[config.mk]
export PLATFORM = sky130hd
export DESIGN_NAME = alu_issue
export DESIGN_NICKNAME = d
export VERILOG_FILES = /design/src/rtl/alu_issue.sv
export SDC_FILE = /design/constraint.sdc
export NUM_CORES = 1
export LEC_CHECK = 0
export CAP_MARGIN = 15
export CELL_PAD_IN_SITES_DETAIL_PLACEMENT = 0
export CELL_PAD_IN_SITES_GLOBAL_PLACEMENT = 1
export CORE_MARGIN = 1
export CORE_UTILIZATION = 36
export DETAILED_ROUTE_END_ITERATION = 16
export GPL_ROUTABILITY_DRIVEN = 1
export MAX_ROUTING_LAYER = met4
export PLACE_DENSITY_LB_ADDON = 0.1
export SKIP_CTS_REPAIR_TIMING = 1
export SLEW_MARGIN = 20
export SYNTH_ARGS = -nofsm -noshare
export SYNTH_HDL_FRONTEND = slang
export SYNTH_SLANG_ARGS = --single-unit
[constraint.sdc]
create_clock -name clk -period 4.9 [get_ports clk]
set_clock_uncertainty 0.2 [all_clocks]
set_input_delay 0.49 -clock clk [delete_from_list [all_inputs] [get_ports clk]]
set_output_delay 0.49 -clock clk [all_outputs]
set_load 0.05 [all_outputs]
[src/rtl/alu_issue.sv]
// Issue sequencer for a fixed-latency ALU: accept, read RF, execute, retire.
// Optional ALU_ISSUE_PERF_EN adds perf_retired / perf_illegal counters.
module alu_issue #(
  parameter int DATA_W  = 32,
  parameter int ALU_LAT = 2
) (
  input  logic              clk,
  input  logic              rst_n,
  input  logic              instr_valid,
  output logic              instr_ready,
  input  logic [31:0]       instr,
  output logic [4:0]        rf_raddr1,
  output logic [4:0]        rf_raddr2,
  input  logic [DATA_W-1:0] rf_rdata1,
  input  logic [DATA_W-1:0] rf_rdata2,
  output logic [3:0]        alu_control,
  output logic [DATA_W-1:0] alu_oper1,
  output logic [DATA_W-1:0] alu_oper2,
  input  logic [DATA_W-1:0] alu_result,
  output logic              wb_en,
  output logic [4:0]        wb_addr,
  output logic [DATA_W-1:0] wb_data,
  output logic              branch_taken,
  output logic [15:0]       branch_offset,
  output logic              illegal_op
`ifdef ALU_ISSUE_PERF_EN
  ,
  output logic [31:0]       perf_retired,
  output logic [31:0]       perf_illegal
`endif
);

  typedef enum logic [1:0] {IDLE, READ, EXEC, RETIRE} state_t;

  state_t      state, state_nxt;
  logic [31:0] ir;
  logic [3:0]  cnt;
  logic [5:0]  opcode;
  logic [4:0]  rd;
  logic        is_rtype, is_beq, is_wb, last, accept;
  logic [3:0]  ctl_sel;

  assign opcode   = ir[31:26];
  assign rd       = ir[15:11];
  assign is_rtype = (opcode <= 6'd4);
  assign is_beq   = (opcode == 6'd30);
  assign is_wb    = is_rtype && (rd != 5'd0);
  assign last     = (state == EXEC) && (cnt == 4'd1);
  assign accept   = instr_valid && instr_ready;

  // Illegal ops still issue (as ADD) so every instruction has the same latency.
  always_comb begin
    ctl_sel = 4'd0;
    if (is_rtype)    ctl_sel = opcode[3:0];
    else if (is_beq) ctl_sel = 4'd1;
  end

  always_ff @(posedge clk or negedge rst_n) begin
    if (!rst_n) state <= IDLE;
    else        state <= state_nxt;
  end

  always_comb begin
    state_nxt = state;
    case (state)
      IDLE:    if (accept) state_nxt = READ;
      READ:    state_nxt = EXEC;
      EXEC:    if (cnt == 4'd1) state_nxt = RETIRE;
      RETIRE:  state_nxt = IDLE;
      default: state_nxt = IDLE;
    endcase
  end

  always_comb begin
    instr_ready = rst_n && (state == IDLE);
    rf_raddr1   = ir[25:21];
    rf_raddr2   = ir[20:16];
  end

  always_ff @(posedge clk or negedge rst_n) begin
    if (!rst_n) begin
      ir          <= '0;
      cnt         <= '0;
      alu_control <= '0;
      alu_oper1   <= '0;
      alu_oper2   <= '0;
    end else begin
      if (accept) ir <= instr;
      if (state == READ) begin
        alu_control <= ctl_sel;
        alu_oper1   <= rf_rdata1;
        alu_oper2   <= rf_rdata2;
        cnt         <= 4'(ALU_LAT);
      end else if (state == EXEC) begin
        cnt <= cnt - 4'd1;
      end
    end
  end

  // Retire strobes are set only on the EXEC->RETIRE edge, so they last one cycle.
  always_ff @(posedge clk or negedge rst_n) begin
    if (!rst_n) begin
      wb_en         <= 1'b0;
      wb_addr       <= '0;
      wb_data       <= '0;
      branch_taken  <= 1'b0;
      branch_offset <= '0;
      illegal_op    <= 1'b0;
    end else begin
      wb_en         <= last && is_wb;
      wb_addr       <= (last && is_wb) ? rd : 5'd0;
      wb_data       <= (last && is_wb) ? alu_result : '0;
      branch_taken  <= last && is_beq && (alu_result == '0);
      branch_offset <= (last && is_beq && (alu_result == '0)) ? ir[15:0] : 16'd0;
      illegal_op    <= last && !is_rtype && !is_beq;
    end
  end

`ifdef ALU_ISSUE_PERF_EN
  always_ff @(posedge clk or negedge rst_n) begin
    if (!rst_n) begin
      perf_retired <= '0;
      perf_illegal <= '0;
    end else begin
      if (state == RETIRE) perf_retired <= perf_retired + 32'd1;
      if (illegal_op)      perf_illegal <= perf_illegal + 32'd1;
    end
  end
`endif

endmodule

==> summary.md <==
| Metric | Value |
|---|---|
| Synth area leader | `dfrtp_1` |
| Starting Density | `0.370` |
| Max Used Layer | `met4` |
| Lkg Pwr | `between 3 and 4 nW` |
| Source of the worst hold timing path | `alu_control[1]$_DFFE_PN0P_` |
| Clock buffer depth | `2` |
| Unique masters post-synth | `40` |
| Syn Nets | `564` |
| Worst-Skew Late Latency | `about 0.42 ns` |
| Max Transition Viols Final | `0` |
| Hold crit path type | `register to register` |
| Top cell type's share of synthesized area | `0.634` |
| WL final | `approximately 16 mm` |
| Reg power frac | `0.322` |
| Mapped Area | `approximately 6400 µm²` |
| Layout Nets | `around 820` |
| Share of cells above drive strength 1 | `0.232` |
| Tot GR Track Use | `0.177` |
| Core ar. | `17300 µm²` |
| Post-synthesis compound-gate area fraction | `0.0133` |
| Synth Flop Type | `dfrtp_1` |
| Wire length per cell | `~17 µm` |
| Worst-path maximum fanout | `89` |
| Post-synthesis xor/xnor area fraction | `0` |
| RR Endpoint | `wb_data[31]$_DFF_PN0_` |
| FILL cells | `roughly 1400` |
| Diode count | `0` |
| Pwr per Cell Area | `652 nW/µm²` |
| Initial antenna violation count | `0` |
| TNS Setup | `0 ns` |
| Syn Inst Count | `around 430` |
| Setup crit start | `rst_n` |
| Final setup fails | `0` |
| Crit Path Class | `input pin to primary output` |
| Mux share of post-synthesis cell area | `0.172` |
| Vias per cell | `4.66` |
| Clock transition at the registers of the reported paths | `about 0.060 ns` |
| Status | `finished, final reports clean` |
| Residual DRC count | `0` |
| Largest net degree at the start of global routing | `90` |
| RSZ-0062 raised after global routing | `no` |
| Clock root cell | `clkbuf_16` |
| Post-route ant nets | `0` |
| P&R area growth vs syn | `52.3%` |
| Switch Pwr | `roughly 2.6 mW` |
| Simple-gate portion of the synthesized area | `0.127` |
| Max-Slew Margin vs Limit | `0.309` |
| Fin crit share | `0.704` |
| CP Capture Type | `primary output` |
| Vias in the first global route | `about 4400` |
| Logic gate share of total power | `0.468` |
| Final instance area | `between 9000 and 10000 µm²` |
| Post-synth EDFFs | `0` |
| FF-to-FF setup slack | `around 1.9 ns` |
| TritonCTS clock tree | `built` |
| Die X | `around 140 µm` |
| WL met1 | `around 6.7 mm` |
| Area after DPL | `about 9000 µm²` |
| Final worst path period need | `about 3.4 ns` |
| Reg2reg start | `state[0]$_DFFE_PN0P_` |
| Fmax | `around 290 MHz` |
| WP data arrival | `~2.8 ns` |
| Sw frac | `0.403` |
| Die Ht | `roughly 140 µm` |
| First-pass GRT wire length | `23.6 mm` |
| Routability cong. | `0.749` |
| I/O pin count | `about 270` |
| Cells on Worst Hold Path | `1` |
| Core Util, Final | `0.563` |
| Synth area leaders | `dfrtp_1 (63%), mux2_2 (17%), nor3b_2 (2.9%)` |
| Largest family of logic cells by synthesized area | `multiplexers` |
| Hold Fails Final Rpt | `0` |
| Met3 wire length | `roughly 1000 µm` |
| Clk network pwr share | `0.210` |
| GRT overflow | `0` |
| Register area share after synthesis | `0.634` |
| FP Rows | `between 40 and 50` |
| Internal Power | `~3.8 mW` |
| Die area | `between 15000 and 20000 µm²` |
| H-Tree Depth | `4` |
| First-pass iteration count of the detailed router | `4` |
| Post-synthesis adder-cell area fraction | `0.0117` |
| Met2 WL post-DR | `between 7 and 8 mm` |
| Peak VDD IR | `between 0.3 and 0.4 mV` |
| Syn. warnings | `0` |
| Final HPWL DP | `~11 mm` |
| CP Launch Type | `input pin` |
| Starting DRC count in detailed routing | `around 180` |
| Slew @ Worst Pin | `approximately 1.0 ns` |
| Clock sinks | `162` |
| FF+latch count, synth | `162` |
| Max-cap check violation count | `0` |
| Post-synth ARST share | `1.00` |
| Hold Crit Endpoint | `alu_control[1]$_DFFE_PN0P_` |
| Worst Path Required | `approximately 4.2 ns` |
| Vias | `4284` |
| Avg Cell Area, Syn | `15.0 µm²` |
| TritonCTS Buffers | `17` |
| PortBufs | `around 270` |
| Worst reg-to-reg path cell count | `5` |
[per-stage QoR]
step                setup slack, ns  hold WS [ns]  instances  power (mW)
floorplan                      3.11      -0.00559        427        4.11
global placement               1.92         0.272        887        5.02
detailed placement             1.83         0.282        887        5.07
CTS                            1.82       -0.0181        919        6.41
global route                   1.29         0.314        920        6.64
finish                         1.45         0.298        920        6.34
[layout by cell type (no fill, tap or decap), types with 4 or more instances in the layout]
cell and count:
inv_1 11, nor4_1 11, nor3b_2 15, clkinv_2 4, nor2_1 9, nor4_2 13, nand2_1 21, nor3b_1 17
clkbuf_16 17, clkdlybuf4s50_1 264, clkbuf_1 4, ha_1 5, dfrtp_1 162, mux2_2 96
[cell type report]
type	instances	area, µm²	area share
repair buffers	269	2690	0.276
inverters	11	41.3	0.00424
flip-flops and latches	162	4050	0.417
multi-input cells	221	2080	0.214
well taps	225	282	0.0289
clock buffers	22	454	0.0467
clock inverters	10	134	0.0138
[flip-flops by register name, summed over array words and instances, names as in the netlist]
signal and flops:
ir 32, wb_addr 5, wb_data 32, alu_oper1 32, illegal_op 1, state 2
branch_offset 16, alu_oper2 32, branch_taken 1, wb_en 1, cnt 4, alu_control 4
[Yosys cell counts, types with 6 or more instances]
master / instances
dfrtp_1: 162
mux2_2: 96
nand2_1: 21
nor3b_1: 17
nor3b_2: 15
buf_4: 13
nor4_2: 13
buf_2: 11
inv_1: 11
nor4_1: 11
nor2_1: 9
ha_1: 6
[critical path, cell delays in order]
cell,delay (ns)
dlygate4sd3_1,0.55
buf_6,0.59
and2_1,0.22
clkdlybuf4s50_1,0.81
[worst max-delay path by stage]
| stage | cells past startpoint | endpoint | slack [ns] |
|---|---|---|---|
| 6_report | 4 | instr_ready | 1.45 |
| 5_1_grt | 4 | instr_ready | 1.29 |
| 4_1_cts | 5 | wb_data[8]$_DFF_PN0_ | 1.82 |
| 3_5_place_dp | 5 | wb_data[8]$_DFF_PN0_ | 1.83 |
| 3_3_place_gp | 4 | branch_taken$_DFF_PN0_ | 1.92 |
| 2_1_floorplan | 5 | alu_oper1[10]$_DFFE_PN0P_ | 3.11 |
[routing by layer]
layer | up-vias | global-route usage
met2 | 159 | 0.291
met3 | 18 | 0.0453
met1 | 2110 | 0.211
li1 | 1997 | -
met4 | 0 | 0.0605
met5 | - | -
[power by group through the flow]
| stage | Clock (mW) | Combinational [mW] | Sequential (mW) |
|---|---|---|---|
| 4_1_cts | 1.36 | 3.00 | 2.05 |
| 2_1_floorplan | 0 | 1.07 | 3.04 |
| 3_5_place_dp | 0 | 3.00 | 2.07 |
| 5_1_grt | 1.41 | 3.12 | 2.11 |
| 3_3_place_gp | 0 | 2.96 | 2.05 |
| 6_report | 1.33 | 2.97 | 2.04 |
[cells by family (layout without fill, tap and decap cells)]
group                    count (synthesis)  after routing
multiplexers                            98             98
flip-flops                             162            162
AO/OA/AOI/OAI                           12             12
adder cells (fa/ha/maj)                  6              6
buffers and inverters                   44            312
AND/OR/NAND/NOR                        105            105
Power figures use the tool's default switching activity.
==> edit, RTL diff (config.mk and constraints unchanged) <==
The option `ALU_ISSUE_PERF_EN` is turned on by a define.
--- a/src/rtl/alu_issue.sv
+++ b/src/rtl/alu_issue.sv
@@ -1,5 +1,7 @@
 // Issue sequencer for a fixed-latency ALU: accept, read RF, execute, retire.
 // Optional ALU_ISSUE_PERF_EN adds perf_retired / perf_illegal counters.
+`define ALU_ISSUE_PERF_EN
+
 module alu_issue #(
   parameter int DATA_W  = 32,
   parameter int ALU_LAT = 2
Formal check against the unedited RTL (old outputs only; new: perf_illegal and perf_retired): equivalent (Yosys induction, for registers that start in step).
==> edit against the original RTL <==
Sequential cell count increased by 64; total power is 24% higher; cell area increased by 38%; area after synthesis grew 39%; core utilization fell by 0.95 points; worst setup slack improved by 390 ps; routed wire length increased by 41%; largest cell class unchanged.
==> edit: results (changes against the original RTL) <==
.. list-table::
   :header-rows: 1

   * - Metric
     - Value
   * - Outcome
     - completed (unchanged)
   * - Antenna violations before repair
     - 1 (was 0)
   * - Multiplexer share of the synthesized area
     - 12.7% (was 17.2%)
   * - Synth Area in XOR/XNOR
     - 6.10% (was 0%)
   * - Worst-skew pair later-pin latency
     - 530 ps (was 420 ps)
   * - WP data arrival
     - 2370 ps (was 2760 ps)
   * - Estimated wirelength of the detail-placed design
     - 16.1 mm (was 11.2 mm)
   * - Largest cells by area after synthesis
     - sky130_fd_sc_hd__dfrtp_1 64%, sky130_fd_sc_hd__mux2_2 13%, sky130_fd_sc_hd__xnor2_1 4.8%, sky130_fd_sc_hd__and2_1 4.3%, sky130_fd_sc_hd__nand4_1 2.0% (was sky130_fd_sc_hd__dfrtp_1 63%, sky130_fd_sc_hd__mux2_2 17%, sky130_fd_sc_hd__nor3b_2 2.9%, sky130_fd_sc_hd__nor4_2 2.5%, sky130_fd_sc_hd__nor3b_1 2.0%)
   * - Maximum number of pins on one net before global-route repair
     - 134 (was 90)
   * - Input/output buffers
     - 329 (was 265)
   * - Maximum clock path buffer count
     - 3 (was 2)
   * - Synth cell count leaders
     - 226 x sky130_fd_sc_hd__dfrtp_1, 100 x sky130_fd_sc_hd__mux2_2, 61 x sky130_fd_sc_hd__and2_1, 49 x sky130_fd_sc_hd__xnor2_1, 33 x sky130_fd_sc_hd__nand3_1 (was 162 x sky130_fd_sc_hd__dfrtp_1, 96 x sky130_fd_sc_hd__mux2_2, 21 x sky130_fd_sc_hd__nand2_1, 17 x sky130_fd_sc_hd__nor3b_1, 15 x sky130_fd_sc_hd__nor3b_2)
   * - CTS HTree Levels
     - 1 (was 4)
   * - Routed wire length on met3
     - 1.55 mm (was 977 um)
   * - Path type of the worst min-delay path
     - primary input to async pin (was flop to flop)
   * - Number of global-route vias before repair
     - 6324 (was 4370)
   * - Post-synthesis cell type count
     - 38 (was 40)
   * - Met1 WL
     - 9.29 mm (was 6.66 mm)
   * - First-pass GRT wire length
     - 35.4 mm (was 23.6 mm)
   * - Maximum net fanout on the critical path
     - 40 (was 89)
   * - Leakage power summed over all cells
     - 5.76 nW (was 4.00 nW)
   * - Total number of nets in the final design
     - 1118 (was 819)
   * - GRT Total Usage
     - 18.3% (was 17.7%)
   * - Portion of the post-synthesis area used by sequential elements
     - 63.5% (was 63.4%)
   * - Sum of met2 wire segment lengths after detailed routing
     - 10.8 mm (was 7.85 mm)
   * - Share of final-layout standard cells stronger than drive strength 1
     - 15.9% (was 23.2%)
   * - Slew @ Worst Pin
     - 1030 ps (about the same)
   * - Total of fill cells in the finished design
     - 2106 (was 1424)
   * - Psw
     - 0.00295 W (was 0.00256 W)
   * - Number of violations reported at the end of detailed-routing iteration 0
     - 171 (was 182)
   * - Routed WL per cell
     - 16.8 um (was 17.1 um)
   * - Area share of fa/ha/maj cells after synthesis
     - 1.27% (was 1.17%)
   * - GPL Wtd Cong
     - 0.760 (was 0.749)
   * - Total number of vias
     - 6143 (was 4284)
   * - Post-synth net total
     - 786 (was 564)
   * - Post-synthesis compound-gate area fraction
     - 0.886% (was 1.33%)
[edit: cell count changes after synthesis, sizes merged, moves of 6 or more]
cell	unedited run	this run
buf	29	19
nand3	2	34
and3	1	12
nor3	2	9
dfrtp	162	226
nand2	21	15
nor4	24	12
xnor2	0	49
and2	1	61
clkbuf	4	10
nor3b	32	1
nand4	2	30
xor2	0	13
[edit: worst paths after layout]
path | end | slack, ps | depth (start not counted)
worst max-delay path | instr_ready | 1840 | 4
worst min-delay path | alu_oper2[18]$_DFFE_PN0P_ | 230 | 2
worst max register to register | wb_data[27]$_DFF_PN0_ | 2410 | 6
worst min register to register | perf_retired[31]$_DFFE_PN0N_ | 270 | 1
max in group asynchronous | perf_illegal[21]$_DFFE_PN0P_ | 3180 | 3
min in group clk | perf_retired[31]$_DFFE_PN0N_ | 270 | 1
[edit: worst max-delay path: stages]
cell and delay, ps:
sky130_fd_sc_hd__dlygate4sd3_1 560, sky130_fd_sc_hd__buf_8 290, sky130_fd_sc_hd__and2_1 180, sky130_fd_sc_hd__clkdlybuf4s50_1 790
[edit: stage by stage]
stage          total power (W)  std cells  hold WS (ps)  utilization (%)  cell area [um^2]
6_report               0.00788       1323           229             55.3             13500
5_1_grt                0.00823       1323           257             55.3             13500
4_1_cts                0.00800       1321          -362             55.3             13400
3_5_place_dp           0.00587       1273           192             51.4             12500
3_3_place_gp           0.00584       1273           194             51.4             12500
2_1_floorplan          0.00478        646         -5.59                -              8900
[edit: power by group through the flow]
| stage | Clock, W | Combinational [W] | Sequential [W] |
|---|---|---|---|
| 2_1_floorplan | 0 | 0.00106 | 0.00372 |
| 3_3_place_gp | 0 | 0.00319 | 0.00265 |
| 3_5_place_dp | 0 | 0.00321 | 0.00266 |
| 4_1_cts | 0.00215 | 0.00321 | 0.00263 |
| 5_1_grt | 0.00222 | 0.00331 | 0.00270 |
| 6_report | 0.00209 | 0.00316 | 0.00263 |
[edit: layout make-up]
type | instances | share of cell area (%)
multi-input cells | 379 | 22.7
flip-flops and latches | 226 | 42.0
clock buffers | 41 | 5.93
well taps | 324 | 3.01
repair buffers | 333 | 24.9
diodes | 1 | 0.0186
clock inverters | 7 | 1.12
inverters | 12 | 0.335
[edit: cell families after synthesis]
family,after synthesis
compound gates,13
mux,100
simple gates,195
flops,226
fa+ha+maj,9
buf+inv,41
xor+xnor,62
[edit: metal layers]
layer	track usage (%)	vias up
met1	21.8	3019
li1	-	2896
met4	5.73	0
met3	5.42	36
met5	-	-
met2	29.7	192
